<file path="src/rtl/fpmul.sv">
// IEEE-754 binary32 multiplier with one registered output stage and IEEE exception flags.
// Define DENORM_EN for full gradual underflow; otherwise subnormal inputs and results flush to zero.
module fpmul #(
   parameter int WIDTH    = 32,
   parameter int WCONTROL = 2,
   parameter int WFLAG    = 5
) (
   input  logic                clk,
   input  logic                reset,
   input  logic [WIDTH-1:0]    A,
   input  logic [WIDTH-1:0]    B,
   input  logic [WCONTROL-1:0] control,
   output logic [WIDTH-1:0]    Out,
   output logic [WFLAG-1:0]    flags
);

   localparam logic [31:0] QNAN = 32'h7FC0_0000;
   localparam logic [1:0]  RNE  = 2'b00;
   localparam logic [1:0]  RZ   = 2'b01;
   localparam logic [1:0]  RP   = 2'b10;
   localparam logic [1:0]  RM   = 2'b11;

   logic        sa, sb, sr;
   logic [7:0]  ea, eb;
   logic [22:0] fa, fb;
   logic        a_nan, b_nan, a_snan, b_snan, a_inf, b_inf, a_zero, b_zero;
   logic [23:0] ma, mb;
   logic signed [10:0] xa, xb, e_n;
   logic [47:0] prod, mn, ms;
   logic        tiny, g, rb, st, inx, inc, ovf, away;
   logic [7:0]  e_m1;
   logic [30:0] rnd;
   logic [31:0] res;
   logic [4:0]  flg;

   assign sa = A[31];
   assign sb = B[31];
   assign ea = A[30:23];
   assign eb = B[30:23];
   assign fa = A[22:0];
   assign fb = B[22:0];
   assign sr = sa ^ sb;

   assign a_nan  = (ea == 8'hFF) && (fa != 23'd0);
   assign b_nan  = (eb == 8'hFF) && (fb != 23'd0);
   assign a_snan = a_nan && !fa[22];
   assign b_snan = b_nan && !fb[22];
   assign a_inf  = (ea == 8'hFF) && (fa == 23'd0);
   assign b_inf  = (eb == 8'hFF) && (fb == 23'd0);

`ifdef DENORM_EN
   // Left shift that brings the leading one of a subnormal fraction up to bit 23.
   function automatic logic [4:0] lead_shift(input logic [22:0] f);
      logic [4:0] s;
      s = 5'd0;
      for (int i = 0; i <= 22; i++)
         if (f[i]) s = 5'(23 - i);
      return s;
   endfunction

   logic        a_sub, b_sub, lost;
   logic [4:0]  sh_a, sh_b;
   logic signed [10:0] shn;
   logic [5:0]  sh;

   assign a_zero = (ea == 8'd0) && (fa == 23'd0);
   assign b_zero = (eb == 8'd0) && (fb == 23'd0);
   assign a_sub  = (ea == 8'd0) && (fa != 23'd0);
   assign b_sub  = (eb == 8'd0) && (fb != 23'd0);
   assign sh_a   = lead_shift(fa);
   assign sh_b   = lead_shift(fb);
   assign ma = a_sub ? ({1'b0, fa} << sh_a) : {1'b1, fa};
   assign mb = b_sub ? ({1'b0, fb} << sh_b) : {1'b1, fb};
   assign xa = a_sub ? (11'sd1 - $signed({6'b0, sh_a})) : $signed({3'b0, ea});
   assign xb = b_sub ? (11'sd1 - $signed({6'b0, sh_b})) : $signed({3'b0, eb});
`else
   assign a_zero = (ea == 8'd0);
   assign b_zero = (eb == 8'd0);
   assign ma = {1'b1, fa};
   assign mb = {1'b1, fb};
   assign xa = $signed({3'b0, ea});
   assign xb = $signed({3'b0, eb});
`endif

   assign prod = ma * mb;
   assign mn   = prod[47] ? prod : {prod[46:0], 1'b0};
   assign e_n  = xa + xb - 11'sd127 + $signed({10'b0, prod[47]});
   assign tiny = (e_n < 11'sd1);

`ifdef DENORM_EN
   // Tiny results shift right into the subnormal range; shifted-out bits feed sticky.
   assign shn  = 11'sd1 - e_n;
   assign sh   = !tiny ? 6'd0 : (shn > 11'sd48) ? 6'd48 : shn[5:0];
   assign ms   = mn >> sh;
   assign lost = |(mn & ~({48{1'b1}} << sh));
`else
   assign ms   = mn;
`endif

   assign g  = ms[23];
   assign rb = ms[22];
`ifdef DENORM_EN
   assign st = (|ms[21:0]) | lost;
`else
   assign st = |ms[21:0];
`endif
   assign inx = g | rb | st;

   always_comb begin
      inc = 1'b0;
      case (control)
         RNE: inc = g & (rb | st | ms[24]);
         RZ:  inc = 1'b0;
         RP:  inc = !sr & inx;
         RM:  inc = sr & inx;
         default: inc = 1'b0;
      endcase
   end

   // The hidden bit ms[47] adds back the one subtracted from the exponent, so a
   // rounding carry ripples naturally into the exponent (and subnormal -> normal).
   assign e_m1 = tiny ? 8'd0 : (e_n[7:0] - 8'd1);
   assign rnd  = {e_m1, 23'd0} + {7'd0, ms[47:24]} + {30'd0, inc};
   assign ovf  = !tiny && ((e_n > 11'sd254) || (rnd[30:23] == 8'hFF));
   assign away = (control == RNE) || (control == RP && !sr) || (control == RM && sr);

   always_comb begin
      res = 32'd0;
      flg = 5'd0;
      if (a_nan || b_nan) begin
         res    = QNAN;
         flg[4] = a_snan | b_snan;
      end else if ((a_inf && b_zero) || (b_inf && a_zero)) begin
         res    = QNAN;
         flg[4] = 1'b1;
      end else if (a_inf || b_inf) begin
         res = {sr, 8'hFF, 23'd0};
      end else if (a_zero || b_zero) begin
         res = {sr, 31'd0};
      end else if (ovf) begin
         res    = away ? {sr, 8'hFF, 23'd0} : {sr, 31'h7F7F_FFFF};
         flg[2] = 1'b1;
         flg[0] = 1'b1;
      end else begin
`ifdef DENORM_EN
         res    = {sr, rnd};
         flg[1] = tiny & inx;
         flg[0] = inx;
`else
         if (tiny) begin
            res    = {sr, 31'd0};
            flg[1] = 1'b1;
            flg[0] = 1'b1;
         end else begin
            res    = {sr, rnd};
            flg[0] = inx;
         end
`endif
      end
   end

   always_ff @(posedge clk or posedge reset) begin
      if (reset) begin
         Out   <= '0;
         flags <= '0;
      end else begin
         Out   <= res;
         flags <= flg;
      end
   end

endmodule

</file>
<file path="config.mk">
export PLATFORM = sky130hd
export DESIGN_NAME = fpmul
export DESIGN_NICKNAME = d
export VERILOG_FILES = /design/src/rtl/fpmul.sv
export SDC_FILE = /design/constraint.sdc
export NUM_CORES = 2
export LEC_CHECK = 0
export ABC_AREA = 1
export BUFFER_PORTS_ARGS = -buffer_cell sky130_fd_sc_hd__buf_2
export CAP_MARGIN = 20
export CORE_ASPECT_RATIO = 1.1
export CORE_MARGIN = 10
export CORE_UTILIZATION = 60
export CTS_BUF_LIST = sky130_fd_sc_hd__clkbuf_16
export DETAILED_ROUTE_END_ITERATION = 12
export GPL_TIMING_DRIVEN = 0
export PLACE_DENSITY_LB_ADDON = 0.05
export SLEW_MARGIN = 20
export SYNTH_ARGS = -nofsm -noshare
export SYNTH_HDL_FRONTEND = slang
export SYNTH_SLANG_ARGS = --single-unit
</file>
<file path="constraint.sdc">
create_clock -name clk -period 0.8 [get_ports clk]
set_clock_uncertainty 0.05 [all_clocks]
set_input_delay 0 -clock clk [delete_from_list [all_inputs] [get_ports clk]]
set_output_delay 0 -clock clk [all_outputs]
set_load 0.02 [all_outputs]
</file>
---- Word level (Yosys, flattened, before mapping) ----
Cells that the tools add are included.
storage, ports and cells
  register bits after elaboration ......... 36
  bits in latches ......................... 0
  bits in writable memories ............... 0
  ROM bits ................................ 0
  output and inout bits ................... 37
  logic and storage cells ................. 77
  memories ................................ 0
operators by class
  $add $sub $neg .......................... 6
  multiply operators ...................... 1
  divide/modulo/power cells ............... 0
  order comparisons ....................... 2
  equal/unequal tests ..................... 6
  shift-type cells ........................ 0
  muxes and demuxes ....................... 21
  bitwise gates (word level) .............. 9
  reductions and logical operators ........ 30
operators with widths
  cell                  number
  $mux 31               4
  $mux 32               2
  $mul 24x24->48        1
  $mux 48               1
  $logic_not 23->1      2
  $reduce_bool 23->1    2
  $add 31x1->31         1
  $add 31x24->31        1
  $eq 8x8->1 const B    3
  $mux 24               1
  $reduce_or 22->1      1
  $logic_not 8->1       2
  $mux 3                4
  $add 10x2->11         1
  $gt 11x9->1 const B   1
  $logic_and 1x1->1     11
  $lt 11x2->1 const B   1
  $sub 9x7->10 const B  1
  $add 8x8->9           1
  $mux 8                1
  $sub 8x1->8 const B   1
  $logic_or 1x1->1      7
  $mux 1                7
  $or 1x1->1            5
  other kinds (7)       13

---- Longest topological paths before layout ----
  depth in word-level cells ............... 16
  depth in mapped cells ................... 64
  depth with buffers taken out ............ 59

---- Least setup slack after synthesis ----
OpenSTA, ideal clock, no wires.
  path type ............................... input -> register
  start ................................... input B[3]
  end ..................................... register Out[11]
  setup time .............................. 117 ps
  arrival ................................. 8965 ps
  data required time ...................... 633 ps
  slack ................................... -8332 ps
  stages .................................. 61
  cell sequence ........................... clkbuf_1 clkbuf_1 nand2_1 fa_1 inv_1 fa_1 inv_1 fa_1 inv_1 fa_1 inv_1 fa_1 inv_1 fa_1 inv_1 fa_1 inv_1 ha_1 (+25 left out) nor2_1 ha_1 nand3_1 nor2_1 nand3_1 nor2_1 nand2_1 nand2_1 nand2_1 nand2_1 nand2_1 nor2_2 nand2_4 nand2_4 nand2_2 nand2_2 buf_6 nor2_2
between the ends
  word-level cells in the longest chain between the ends .. 16
  elaborated cells on any way between the ends .. 36
  those cells by class .................... 4 x add/sub; 1 x mul; 2 x order compare; 1 x eq/ne; 9 x mux; 7 x bitwise; 12 x reduce/logical
RTL lines
  element                                                  RTL line  text
  start: declaration                                       11        input logic [WIDTH-1:0] B,
  branches (longest 15 deep; another with $mul 24x24->48)  -
  $mux 32 (*)                                              130       if (a_nan || b_nan) begin
  via res[11]                                              33        logic [31:0] res;
  end signal: assignment                                   167       Out <= res;
  end: declaration                                         13        output logic [WIDTH-1:0] Out,
Mark *: on every way through the listed nets, which the timed path passes.

---- Worst setup path in the final report ----
  start ................................... input B[6]
  end ..................................... register Out[19]
The elaborated chain is that of the path after synthesis.

==> impl_metrics.py <==
metrics = {
    "status": {
        "outcome": "complete, but fails checks",
        "violations": "hold timing, setup timing",
    },
    "detailed_routing": {
        "dr.pass1.iters": 9,
        "vias": 24790,
        "antenna_left": 0,
        "drt_wl_total_mm": 100.8,
        "drc_errors": 0,
        "wl_per_cell_um": 23.21,
        "avgViaCountPerCell": 5.705,
        "drt_iter0_drc": 2826,
    },
    "setup_path": {
        "endpoint_kind": "register",
        "worstSetupStartpointType": "input port",
        "crit_start": "B[6]",
        "cp_common_cell": "nand2_2",
        "cp.arrival_ns": 9.20,
        "path_class": "in2reg",
        "cp_slowest_cell": "fa_2",
        "crit_fanout": 5,
        "cp.required_ns": 0.92,
        "max_stage_delay_ns": 0.61,
    },
    "global_route": {
        "first_global_vias": 26400,
        "grt_use_total_pct": 40.66,
        "gr-total-overflow": 0,
        "grt_first_pass_wirelength_mm": 151.0,
        "antenna_found_initial": 3,
        "grt_max_degree": 37,
    },
    "clock_network": {
        "cts_tree": "yes",
        "path_clk_slew_ns": 0.06,
        "clock_path_buffers": 2,
        "numCtsBuffers": 5,
        "clock_sinks": 36,
        "htreeDepth": 2,
        "cts_root_buffer": "clkbuf_16",
        "cts.hold.buffers_added": 1,
    },
    "yosys": {
        "synth_edf_count": 0,
        "synthDistinctLibCells": 48,
        "netlist.area_leader.share_pct": 39.07,
        "avgSynthCellArea_um2": 6.952,
        "ys_seq_area_share_pct": 3.640,
        "yosys_register_bits": 36,
        "yosys-top-cells-area": "fa_1 39%, nand2_1 17%, inv_1 16%",
        "synth_ff_type": "dfrtp_1",
        "synthArstFlopShare_pct": 100.0,
        "synth_warnings": 0,
        "synthCells": 3560,
        "synth_area_leader_cell": "fa_1",
        "synth_area_um2": 24750,
        "synth_fp_nets": 4307,
    },
    "cells_and_area": {
        "drive_gt1_share_pct": 18.54,
        "multi_input_area_um2": 20400,
        "seqCellArea_um2": 900.9,
        "nets": 4576,
        "area_delta_synth_final_pct": 26.36,
        "n_fill_cell": 2825,
    },
    "floorplanning": {
        "core.rowCount": 77,
        "die_w_um": 213.6,
        "die_h_um": 233.0,
        "core_um2": 40460,
        "initial_core_util_pct": 61.16,
        "io_pins": 105,
        "die_area_um2": 49780,
    },
    "sta": {
        "fin_tns_setup_ns": -281.91,
        "setup_slack_ns": -8.286,
        "min_period_ns": 9.086,
        "fin_crit_sh_pct": 1136,
        "maxSlewViolCount": 0,
        "relSlewSlack_pct": 26.72,
        "hold_viol": 36,
        "setup_viol": 72,
        "worstMarginPinSlew_ns": 1.085,
        "max_freq_ghz": 0.1101,
        "holdWs_ns": -0.2041,
        "rsz0062_at_grt": "true",
    },
    "flow_run": {
        "cap_violations": 0,
    },
    "placement": {
        "gp_congestion": 1.016,
        "dp_hpwl_mm": 73.75,
        "io_buffer_count": 96,
    },
    "min_path": {
        "hold_path.class": "in2async",
    },
}
-- critical path, delay by kind of cell --
kind	cells	cell delay [ns]
adder cells (fa/ha/maj)	10	4.14
buffers and inverters	19	1.85
AND/OR/NAND/NOR	32	3.18
-- synth_stat cells, types with 7 or more instances --
| library cell | n |
|---|---|
| xor2_1 | 23 |
| a21oi_1 | 48 |
| o21ai_0 | 18 |
| nand3_1 | 90 |
| or2_2 | 8 |
| clkbuf_1 | 100 |
| nand2_2 | 22 |
| fa_1 | 483 |
| nor4_1 | 18 |
| inv_1 | 1050 |
| and2_1 | 7 |
| a21oi_2 | 11 |
| ha_1 | 196 |
| dfrtp_1 | 36 |
| nor2_1 | 162 |
| nand2_1 | 1121 |
| nor2_2 | 27 |
| nor3_1 | 12 |
| xnor2_1 | 13 |
| nand4_1 | 34 |
| inv_2 | 17 |
-- area by class of cell --
class,count,share of cell area [%]
Tap cell,513,2.053
Clock inverter,3,0.1240
Buffer,114,7.522
Antenna cell,2,0.01600
Sequential cell,36,2.881
Clock buffer,5,0.4001
Inverter,1067,12.82
Multi-Input combinational cell,2343,65.23
Timing Repair Buffer,262,8.955
-- through the flow --
| stage | setup slack [ns] | utilization, % | hold WS (ns) | std cells | cell area (um2) |
|---|---|---|---|---|---|
| after floorplan | -7.687 | - | -0.09660 | 3560 | 25320 |
| after global placement | -9.688 | 65.35 | 0.09044 | 4169 | 26440 |
| after detailed placement | -9.838 | 65.35 | 0.1223 | 4169 | 26440 |
| after CTS | -7.951 | 75.55 | -0.1917 | 4309 | 30570 |
| after global routing | -8.657 | 77.28 | -0.1698 | 4344 | 31270 |
| final | -8.286 | 77.28 | -0.2041 | 4345 | 31270 |
-- what timing repair did --
item	CTS	global route
cloned	12	0
pin swaps	144	100
buffers inserted	122	40
gates resized for setup	631	125
endpoints found under the setup margin	72	72
hold endpoints to repair	37	36
-- cell families after synthesis --
family | after synthesis | share of synthesized area (%)
compound gates | 105 | 2.553
xor+xnor | 36 | 1.274
fa+ha+maj | 679 | 48.98
buf+inv | 1181 | 18.28
flops | 36 | 3.640
other cells | 1 | 0.01515
simple gates | 1522 | 25.25
-- sequential cells by signal (all words and copies together) (netlist names) --
register  flops
Out          32
flags         4
-- path summary, 6_finish.rpt --
path / to / slack (ns) / cells after the start
worst max-delay path: Out[19]$_DFF_PP0_ / -8.29 / 61
worst min-delay path: Out[29]$_DFF_PP0_ / -0.20 / 2
max in group asynchronous: Out[2]$_DFF_PP0_ / 0.47 / 2
min in group clk: Out[31]$_DFF_PP0_ / 0.07 / 3
-- cells in the final DEF, fill, tap and decap left out, types with 7 or more instances in the layout --
cell type / Yosys / final
nand3_1: 90 / 83
ha_4: 0 / 22
fa_2: 0 / 25
inv_1: 1050 / 1005
buf_16: 0 / 9
buf_8: 2 / 24
buf_6: 5 / 69
or2_2: 8 / 8
nand2_4: 4 / 21
buf_12: 1 / 27
a21oi_1: 48 / 47
xnor2_1: 13 / 13
buf_2: 3 / 23
nor2_2: 27 / 37
ha_1: 196 / 170
xor2_1: 23 / 23
and2_1: 7 / 7
nor2_1: 162 / 133
clkbuf_8: 0 / 19
nand3_2: 5 / 10
nor2_4: 4 / 23
dfrtp_1: 36 / 36
o21ai_0: 18 / 9
o21ai_2: 1 / 9
nor3_1: 12 / 12
fa_1: 483 / 458
inv_2: 17 / 62
clkbuf_16: 0 / 80
nor4_1: 18 / 12
nand2_1: 1121 / 1043
a21oi_4: 0 / 10
buf_4: 3 / 122
nand2_2: 22 / 82
nand4_1: 34 / 34
-- routing by layer --
layer | track usage [%] | part of all wire (%)
met5 | 0 | 0.014
met3 | 10.65 | 12
met2 | 64.56 | 45
met1 | 45.79 | 33
met4 | 32.39 | 10
Power is left out: the tool's default activity adds up to more than one toggle a clock period on the data nets, which glitch-free logic cannot reach.
